[config.mk]
export PLATFORM = sky130hd
export DESIGN_NAME = dram_arbiter
export DESIGN_NICKNAME = d
export VERILOG_FILES = /design/src/rtl/dram_arbiter_pkg.sv /design/src/rtl/dram_arbiter_rr.sv /design/src/rtl/dram_arbiter.sv
export SDC_FILE = /design/constraint.sdc
export NUM_CORES = 1
export LEC_CHECK = 0
export CAP_MARGIN = 10
export CORE_MARGIN = 3
export CORE_UTILIZATION = 41
export CTS_CLUSTER_SIZE = 20
export DETAILED_ROUTE_END_ITERATION = 7
export PLACE_DENSITY = 0.87
export SLEW_MARGIN = 20
export SYNTH_ARGS = -nofsm -noshare
export SYNTH_HDL_FRONTEND = slang
export SYNTH_HIERARCHICAL = 1
export SYNTH_SLANG_ARGS = --single-unit
[constraint.sdc]
create_clock -name clk_i -period 2.1 [get_ports clk_i]
set_input_delay 0.42 -clock clk_i [delete_from_list [all_inputs] [get_ports clk_i]]
set_output_delay 0.42 -clock clk_i [all_outputs]
set_load 0.02 [all_outputs]
[src/rtl/dram_arbiter_pkg.sv]
// Shared types and helpers for the data-memory arbiter.
package dram_arbiter_pkg;

  typedef enum logic [1:0] {
    StIdle  = 2'd0,
    StIssue = 2'd1,
    StWait  = 2'd2,
    StDone  = 2'd3
  } state_e;

  localparam int unsigned GrantCntW = 16;

  function automatic int unsigned wrap_inc(input int unsigned v, input int unsigned n);
    return (v + 1 >= n) ? 0 : v + 1;
  endfunction

endpackage

[src/rtl/dram_arbiter_rr.sv]
// Combinational rotating-priority picker: first requester at or after ptr_i, wrapping.
module dram_arbiter_rr #(
  parameter int unsigned NUM_PORTS = 2,
  parameter int unsigned PtrW      = $clog2(NUM_PORTS)
) (
  input  logic [NUM_PORTS-1:0] req_i,
  input  logic [PtrW-1:0]      ptr_i,
  output logic                 valid_o,
  output logic [NUM_PORTS-1:0] gnt_oh_o,
  output logic [PtrW-1:0]      idx_o
);

  logic            found;
  logic [PtrW-1:0] j;

  always_comb begin
    gnt_oh_o = '0;
    idx_o    = '0;
    found    = 1'b0;
    j        = '0;
    for (int unsigned i = 0; i < NUM_PORTS; i++) begin
      j = PtrW'((32'(ptr_i) + i) % NUM_PORTS);
      if (!found && req_i[j]) begin
        found       = 1'b1;
        gnt_oh_o[j] = 1'b1;
        idx_o       = j;
      end
    end
  end

  assign valid_o = |req_i;

endmodule

[src/rtl/dram_arbiter.sv]
// Round-robin arbiter sharing a single-port data RAM with fixed read latency.
// Optional per-port grant counters are built when DRAM_ARB_PERF_EN is defined.
module dram_arbiter
  import dram_arbiter_pkg::*;
#(
  parameter int unsigned NUM_PORTS = 2,
  parameter int unsigned ADDR_W    = 16,
  parameter int unsigned DATA_W    = 16,
  parameter int unsigned RD_LAT    = 2
) (
  input  logic                          clk_i,
  input  logic                          rst_i,
  input  logic [NUM_PORTS-1:0]          req_i,
  input  logic [NUM_PORTS-1:0]          we_i,
  input  logic [NUM_PORTS*ADDR_W-1:0]   addr_i,
  input  logic [NUM_PORTS*DATA_W-1:0]   wdata_i,
  output logic [NUM_PORTS-1:0]          gnt_o,
  output logic [NUM_PORTS-1:0]          ack_o,
  output logic [DATA_W-1:0]             rdata_o,
  output logic [ADDR_W-1:0]             mem_addr_o,
  output logic [DATA_W-1:0]             mem_wdata_o,
  output logic                          mem_we_o,
  output logic                          mem_re_o,
  input  logic [DATA_W-1:0]             mem_rdata_i,
  output logic [NUM_PORTS*GrantCntW-1:0] grant_cnt_o
);

  localparam int unsigned PtrW = $clog2(NUM_PORTS);
  localparam int unsigned LatW = (RD_LAT > 1) ? $clog2(RD_LAT) : 1;

  state_e            state_q, state_d;
  logic [PtrW-1:0]   rr_ptr_q, rr_ptr_d;
  logic [PtrW-1:0]   winner_q, winner_d;
  logic              we_l_q, we_l_d;
  logic [ADDR_W-1:0] addr_l_q, addr_l_d;
  logic [DATA_W-1:0] wdata_l_q, wdata_l_d;
  logic [LatW-1:0]   cnt_q, cnt_d;
  logic [DATA_W-1:0] rdata_q, rdata_d;

  logic                 arb_valid;
  logic [NUM_PORTS-1:0] arb_oh;
  logic [PtrW-1:0]      arb_idx;
  logic                 sel_we;
  logic [ADDR_W-1:0]    sel_addr;
  logic [DATA_W-1:0]    sel_wdata;
  logic [NUM_PORTS-1:0] win_oh;

  dram_arbiter_rr #(
    .NUM_PORTS (NUM_PORTS),
    .PtrW      (PtrW)
  ) u_rr (
    .req_i    (req_i),
    .ptr_i    (rr_ptr_q),
    .valid_o  (arb_valid),
    .gnt_oh_o (arb_oh),
    .idx_o    (arb_idx)
  );

  // Mux the winning port's request fields and decode the latched winner.
  always_comb begin
    sel_we    = 1'b0;
    sel_addr  = '0;
    sel_wdata = '0;
    win_oh    = '0;
    for (int unsigned i = 0; i < NUM_PORTS; i++) begin
      if (arb_oh[i]) begin
        sel_we    = we_i[i];
        sel_addr  = addr_i[i*ADDR_W +: ADDR_W];
        sel_wdata = wdata_i[i*DATA_W +: DATA_W];
      end
      win_oh[i] = (winner_q == PtrW'(i));
    end
  end

  always_comb begin
    state_d   = state_q;
    rr_ptr_d  = rr_ptr_q;
    winner_d  = winner_q;
    we_l_d    = we_l_q;
    addr_l_d  = addr_l_q;
    wdata_l_d = wdata_l_q;
    cnt_d     = cnt_q;
    rdata_d   = rdata_q;
    unique case (state_q)
      StIdle: begin
        if (arb_valid) begin
          winner_d  = arb_idx;
          we_l_d    = sel_we;
          addr_l_d  = sel_addr;
          wdata_l_d = sel_wdata;
          state_d   = StIssue;
        end
      end
      StIssue: begin
        rr_ptr_d = PtrW'(wrap_inc(32'(winner_q), NUM_PORTS));
        cnt_d    = LatW'(RD_LAT - 1);
        state_d  = we_l_q ? StDone : StWait;
      end
      StWait: begin
        // Last wait cycle is exactly RD_LAT cycles after issue: RAM data is valid now.
        if (cnt_q == '0) begin
          rdata_d = mem_rdata_i;
          state_d = StDone;
        end else begin
          cnt_d = cnt_q - 1'b1;
        end
      end
      StDone: begin
        state_d = StIdle;
      end
      default: state_d = StIdle;
    endcase
  end

  always_ff @(posedge clk_i) begin
    if (rst_i) begin
      state_q   <= StIdle;
      rr_ptr_q  <= '0;
      winner_q  <= '0;
      we_l_q    <= 1'b0;
      addr_l_q  <= '0;
      wdata_l_q <= '0;
      cnt_q     <= '0;
      rdata_q   <= '0;
    end else begin
      state_q   <= state_d;
      rr_ptr_q  <= rr_ptr_d;
      winner_q  <= winner_d;
      we_l_q    <= we_l_d;
      addr_l_q  <= addr_l_d;
      wdata_l_q <= wdata_l_d;
      cnt_q     <= cnt_d;
      rdata_q   <= rdata_d;
    end
  end

  assign gnt_o       = (state_q == StIssue) ? win_oh : '0;
  assign ack_o       = (state_q == StDone) ? win_oh : '0;
  assign mem_we_o    = (state_q == StIssue) && we_l_q;
  assign mem_re_o    = (state_q == StIssue) && !we_l_q;
  assign mem_addr_o  = addr_l_q;
  assign mem_wdata_o = wdata_l_q;
  assign rdata_o     = rdata_q;

`ifdef DRAM_ARB_PERF_EN
  logic [NUM_PORTS-1:0][GrantCntW-1:0] gcnt_q, gcnt_d;

  always_comb begin
    gcnt_d = gcnt_q;
    for (int unsigned i = 0; i < NUM_PORTS; i++) begin
      if (gnt_o[i] && (gcnt_q[i] != '1)) begin
        gcnt_d[i] = gcnt_q[i] + 1'b1;
      end
    end
  end

  always_ff @(posedge clk_i) begin
    if (rst_i) begin
      gcnt_q <= '0;
    end else begin
      gcnt_q <= gcnt_d;
    end
  end

  assign grant_cnt_o = gcnt_q;
`else
  assign grant_cnt_o = '0;
`endif

endmodule

; After elaboration in Yosys (flattened, before gate mapping)
; Cells that the tools add are included.
[totals]
reg_bits = 54
input_bits = 86
out_inout_bits = 86
wordCells = 65
[classes]
add_sub_neg = 3
order_cmp = 5
eq_ne = 5
n_mux = 28
bitwise_logic = 3
n_reduce_logical = 13
[ops]
columns = cell, count
row1 = $mux 16, 4
row2 = $mux 1, 14
row3 = $mux 2, 6
row4 = $pmux 2 s4, 1
row5 = $reduce_and 2->1, 3
row6 = $logic_and 1x1->1, 5
row7 = $eq 2x2->1 const B, 2
row8 = $lt 1x2->1 const B, 2
row9 = $ne 2x2->1 const B, 2
row10 = $add 1x1->2 const B, 1
row11 = $demux 1 s1, 2
row12 = $eq 2x1->1 const B, 1
row13 = $ge 1x1->1 const B, 2
row14 = $ge 2x2->1 const B, 1
row15 = $logic_not 1->1, 2
row16 = $logic_not 2->1, 1
row17 = $not 1->1, 2
row18 = $or 2x2->2, 1
row19 = $pmux 1 s2, 1
row20 = $reduce_bool 2->1, 1
row21 = $reduce_or 2->1, 1
row22 = $add 1x1->1 const B, 1
row23 = $sub 1x1->1 const B, 1

; Depth between registers and ports, before layout
[logic_depth]
depth_word = 9
ltp_mapped = 8
depth_no_buf = 5

; Cells and area by module
; Netlist, hierarchy kept.
[modules_own_cells]
columns = module, n_inst, cells_each, area_each_um2, seq_area_each_um2
row1 = dram_arbiter, 1, 294, 2842.7, 1081.0
row2 = dram_arbiter_rr, 1, 5, 32.5, 0.0

; Worst setup path before layout
; No wires, ideal clock.
[synth_path]
path_type = in2reg
startpoint = input req_i[1]
endpoint = register wdata_l_q[4], in the netlist mem_wdata_o[4]
setup_time_ps = 141
arrival_time_ps = 1299
required_time_ps = 1959
slack_ps = 660
path_stages = 7
n_path_buf = 3
cell_sequence = a21boi_1 buf_6 nor2b_4 buf_6 buf_6 a221oi_2 nor3_2
[synth_via]
elab_chain_len = 8
word_cells_on_any_way = 14
classes_between = mux: 9 / bitwise: 1 / reduce/logical: 4
[synth_lines]
columns = item, line
row1 = start: declaration, dram_arbiter.sv:13  ; input logic [NUM_PORTS-1:0] req_i,
row2 = $mux 1 (not written as such) (2 in series), dram_arbiter_rr.sv:23  ; if (!found && req_i[j]) begin
row3 = $mux 1, dram_arbiter_rr.sv:23
row4 = $logic_not 1->1, dram_arbiter_rr.sv:23
row5 = $logic_and 1x1->1, dram_arbiter_rr.sv:23
row6 = $mux 2, dram_arbiter_rr.sv:23
row7 = $mux 16 (2 in series), dram_arbiter.sv:66  ; if (arb_oh[i]) begin
row8 = end signal: assignment, dram_arbiter.sv:131  ; wdata_l_q <= wdata_l_d;
row9 = end: declaration, dram_arbiter.sv:36  ; logic [DATA_W-1:0] wdata_l_q, wdata_l_d;
; Parallel ways exist; a longest one is shown, timed or not. The select of a mux whose other input is x is not followed.
; A chain may end at the register's enable or synchronous reset.

; Final worst setup path
[layout_path]
startpoint = register state_q[1]
endpoint = output mem_we_o
[layout_via]
elab_chain_len = 2
[layout_lines]
columns = item, line
row1 = start: declaration, dram_arbiter.sv:31  ; state_e state_q, state_d;
row2 = start signal: assignment, dram_arbiter.sv:117  ; state_q <= StIdle;
row3 = start signal: assignment, dram_arbiter.sv:126  ; state_q <= state_d;
row4 = $eq 2x1->1, dram_arbiter.sv:139  ; assign mem_we_o = (state_q == StIssue) && we_l_q;
row5 = $logic_and 1x1->1, dram_arbiter.sv:139
row6 = end: declaration, dram_arbiter.sv:22  ; output logic mem_we_o,
; No other way between the ends.

==> summary.txt <==
GRT
  • Vias in the first global route: approximately 2500
  • Gr ovfl total: 0
  • Total Routing Usage GR: a little under a fifth
  • Largest net degree at the start of global routing: 31
  • First-pass GRT wire length: 12.88 mm
  • Most Crowded Layer GR: met2
  • Met2 usage: 34.84%
  • Met3 Use GR: under 10%
  • GRT met1 Usage: about 23%
  • Initial antenna violation count: 0

Setup path
  • CP max stage cell: dfxtp_1
  • Slowest cell delay on critical path: 0.42 ns
  • Reg2Reg Setup Slack: between 0.4 and 0.5 ns
  • Cell breakdown of the critical path: inv_1, ha_1, and2_1, dlygate4sd2_1
  • Arrival time worst endpoint: between 1.5 and 2 ns
  • FF-to-FF path depth: 5
  • CP bufs+invs: 2
  • CP startpoint kind: flip-flop
  • Delay-heaviest family, CP: buffers and inverters
  • Critical Path Sink Type: output pin
  • Crit Path Category: reg2out
  • Worst r2r src: state_q[0]$_SDFFE_PP0P_
  • Critical Path Fanout Max: 5
  • Reg-to-Reg End: rdata_o[4]$_SDFFE_PP0P_
  • Data required, critical path: between 1.5 and 2 ns

CTS
  • CTS buffer count: 5
  • CTS tree: built
  • CTS Hold Bufs: 0
  • Worst skew pair latency: roughly 0.3 ns
  • Deepest clock path buffer count: 2
  • Root buffer cell: clkbuf_8
  • Htree depth: 2
  • Clk sinks: between 50 and 60
  • Clock transition at path regs: roughly 0.09 ns

Synthesis
  • Syn_area_per_cell: roughly 9.6 um^2
  • Seq/Total Area, Yosys: 37.60%
  • Synthesis-stage register bit count: 54
  • Synth warnings: 6
  • Synth top area cells: dfxtp_1 38%, a221oi_2 16%, nor3_2 10%, buf_4 8.9%, nand2_1 4.6%
  • Ys async rst share: 0%
  • Area share of the largest cell type after synthesis: approximately 38%
  • Post-synth EDFFs: 0
  • Post-Syn Area: roughly 0.0029 mm^2
  • Syn Inst Count: about 300
  • Top_reg_cell synth: dfxtp_1
  • Library cells used by synthesis: 29
  • Largest area contributor in the netlist: dfxtp_1
  • Most common cell in the netlist: dfxtp_1
  • Most common library cells after synthesis: 54 x dfxtp_1, 35 x nand2_1, 35 x nor2_1

Power
  • Peak VDD IR: 821.3 uV
  • Seq pwr share: between 30 and 40%
  • Leakage power: 1.659 nW
  • Clock power share: roughly 12%
  • Psw: approximately 2.2 mW
  • Sw Share: a little over two fifths
  • Pwr/cell area: between 1000 and 1500 mW/mm^2
  • Post-layout total power: about 5.1 mW
  • Combinational share of power: roughly 58%
  • Int Power: slightly below 3 mW

Finish
  • Ant. Diodes: 0
  • Finished Core Util: about two thirds
  • Fillers: 550
  • Area delta synth->final: 50.44%
  • Post-route non-filler standard cell count: approximately 520
  • Sequential cell area: about 0.0011 mm^2
  • Share of cells above drive strength 1: 19.30%
  • Area of the multi-input gates: 0.001520 mm^2
  • Final Net Count: 520
  • Design area: 0.004325 mm^2

STA
  • Max-slew violation count: 0
  • Worst Max-Slew Pin Slew: 0.6066 ns
  • Fin crit share: between 90% and 100%
  • Worst relative slew slack: 59.56%
  • PnR worst setup slack: approximately 0.12 ns
  • # setup viols final: 0
  • Clock Skew: between 0.005 and 0.006 ns
  • Fin Setup TNS: 0 ns
  • Fin. Hold Viols: 0
  • RSZ-0062 raised after global routing: false
  • Final hold slack: roughly 0.46 ns
  • F_max: around 500 MHz
  • Tmin final: 1.984 ns

Placed design
  • Placed Area: around 0.0042 mm^2
  • Routability cong.: 0.7561
  • Count of input and output buffers: 139
  • Hpwl dp: about 6.0 mm
  • Placed insts: about 500
  • Worst slack, placed: roughly 0.12 ns

Route
  • DRC: 0
  • Initial DRC count: 56
  • Final wirelength: just under 8 mm
  • Post-route ant nets: 0
  • Via density: between 4 and 5
  • TritonRoute pass-1 iters: 4
  • Vias after detailed routing: roughly 2500
  • DR WL/cell: between 10 and 15 um

Run
  • Max-cap violations: 0

Worst hold path
  • Hold Crit Class: reg2reg
  • Worst hold path endpoint: rdata_o[10]$_SDFFE_PP0P_
  • Worst Hold Depth: 2
  • HP Start: rdata_o[10]$_SDFFE_PP0P_

Die
  • Starting Density: approximately 44%
  • Core area: about 0.0066 mm^2
  • DIE WIDTH: around 90 um
  • Die height: about 90 um
  • # rows: 29
  • Die area: between 0.008 and 0.009 mm^2
  • Ports: ~170

Outcome
  • Outcome: finished, final reports clean
==> cells in the final DEF, fill, tap and decap left out, drive strengths merged <==
cell type,count
clkbuf,7
a211oi,1
dfxtp,54
a21boi,3
or3b,1
buf,11
o31ai,1
and2,5
nand2b,2
conb,32
nor4,1
nor2b,7
dlygate4sd2,5
clkdlybuf4s50,132
clkdlybuf4s15,1
inv,3
ha,5
nor3b,1
or2,1
o21ba,1
clkinv,1
nor3,33
nor2,35
a221oi,33
o21ai,1
nand2,35
a21oi,18
==> flip-flops by register name (all words and copies together) (netlist names) <==
signal       flops
mem_wdata_o     16
rdata_o         16
cnt_q            1
winner_q         1
we_l_q           1
rr_ptr_q         1
mem_addr_o      16
state_q          2
==> kinds of logic after synthesis <==
logic type	Yosys count	synth area share, %
other	1	0.1304
and+or+nand+nor	121	24.41
DFF	54	37.60
AOI/OAI and AO/OA	58	21.54
adders and majority gates	5	2.176
buffers and inverters	60	14.14
==> tightest hold or removal path, delay by kind of cell (launching register included) <==
family	cells	cell delay [ns]
flops	1	0.32
simple gates	1	0.05
compound gates	1	0.05
==> timing repair <==
action,4_1_cts,5_1_grt
setup buffers,0,0
endpoints found under the setup margin,6,3
endpoints found under the hold margin,0,0
pin swaps,0,0
resized for setup,6,2
==> power by group through the flow <==
stage | clock network, mW | logic [mW] | registers [mW]
finish | 0.594 | 2.98 | 1.56
global route | 0.657 | 3.23 | 1.60
CTS | 0.613 | 3.01 | 1.56
detailed placement | 0 | 3.03 | 1.59
global placement | 0 | 2.94 | 1.56
floorplan | 0 | 1.56 | 1.92
==> layer usage <==
metal	part of all wire, %	routed length (um)
met1	40	3097
met2	53	4096
met4	2.1	163
met3	5.2	407
met5	0	0
==> area by class of cell <==
cell class                 count  share of cell area (%)
clock buffer                   7                   1.996
clock inverter                 1                  0.1157
multi-input combinational    216                   35.15
tap                           93                   2.690
sequential                    54                   24.99
timing repair buffer         149                   34.80
inverter                       3                  0.2603
==> worst max path at each step <==
stage                             from                          end  slack [ns]  depth (start not counted)
6_report       state_q[1]$_SDFFE_PP0P_                     mem_we_o        0.12                          4
2_1_floorplan                 req_i[1]  mem_wdata_o[4]$_SDFFE_PP0P_        0.66                          7
3_3_place_gp                  req_i[0]   mem_addr_o[7]$_SDFFE_PP0P_        0.18                          6
4_1_cts        state_q[1]$_SDFFE_PP0P_                     mem_we_o        0.11                          4
5_1_grt        state_q[1]$_SDFFE_PP0P_                     mem_we_o        0.01                          4
3_5_place_dp                  req_i[1]   mem_addr_o[7]$_SDFFE_PP0P_        0.12                          6
Power figures use the tool's default switching activity.
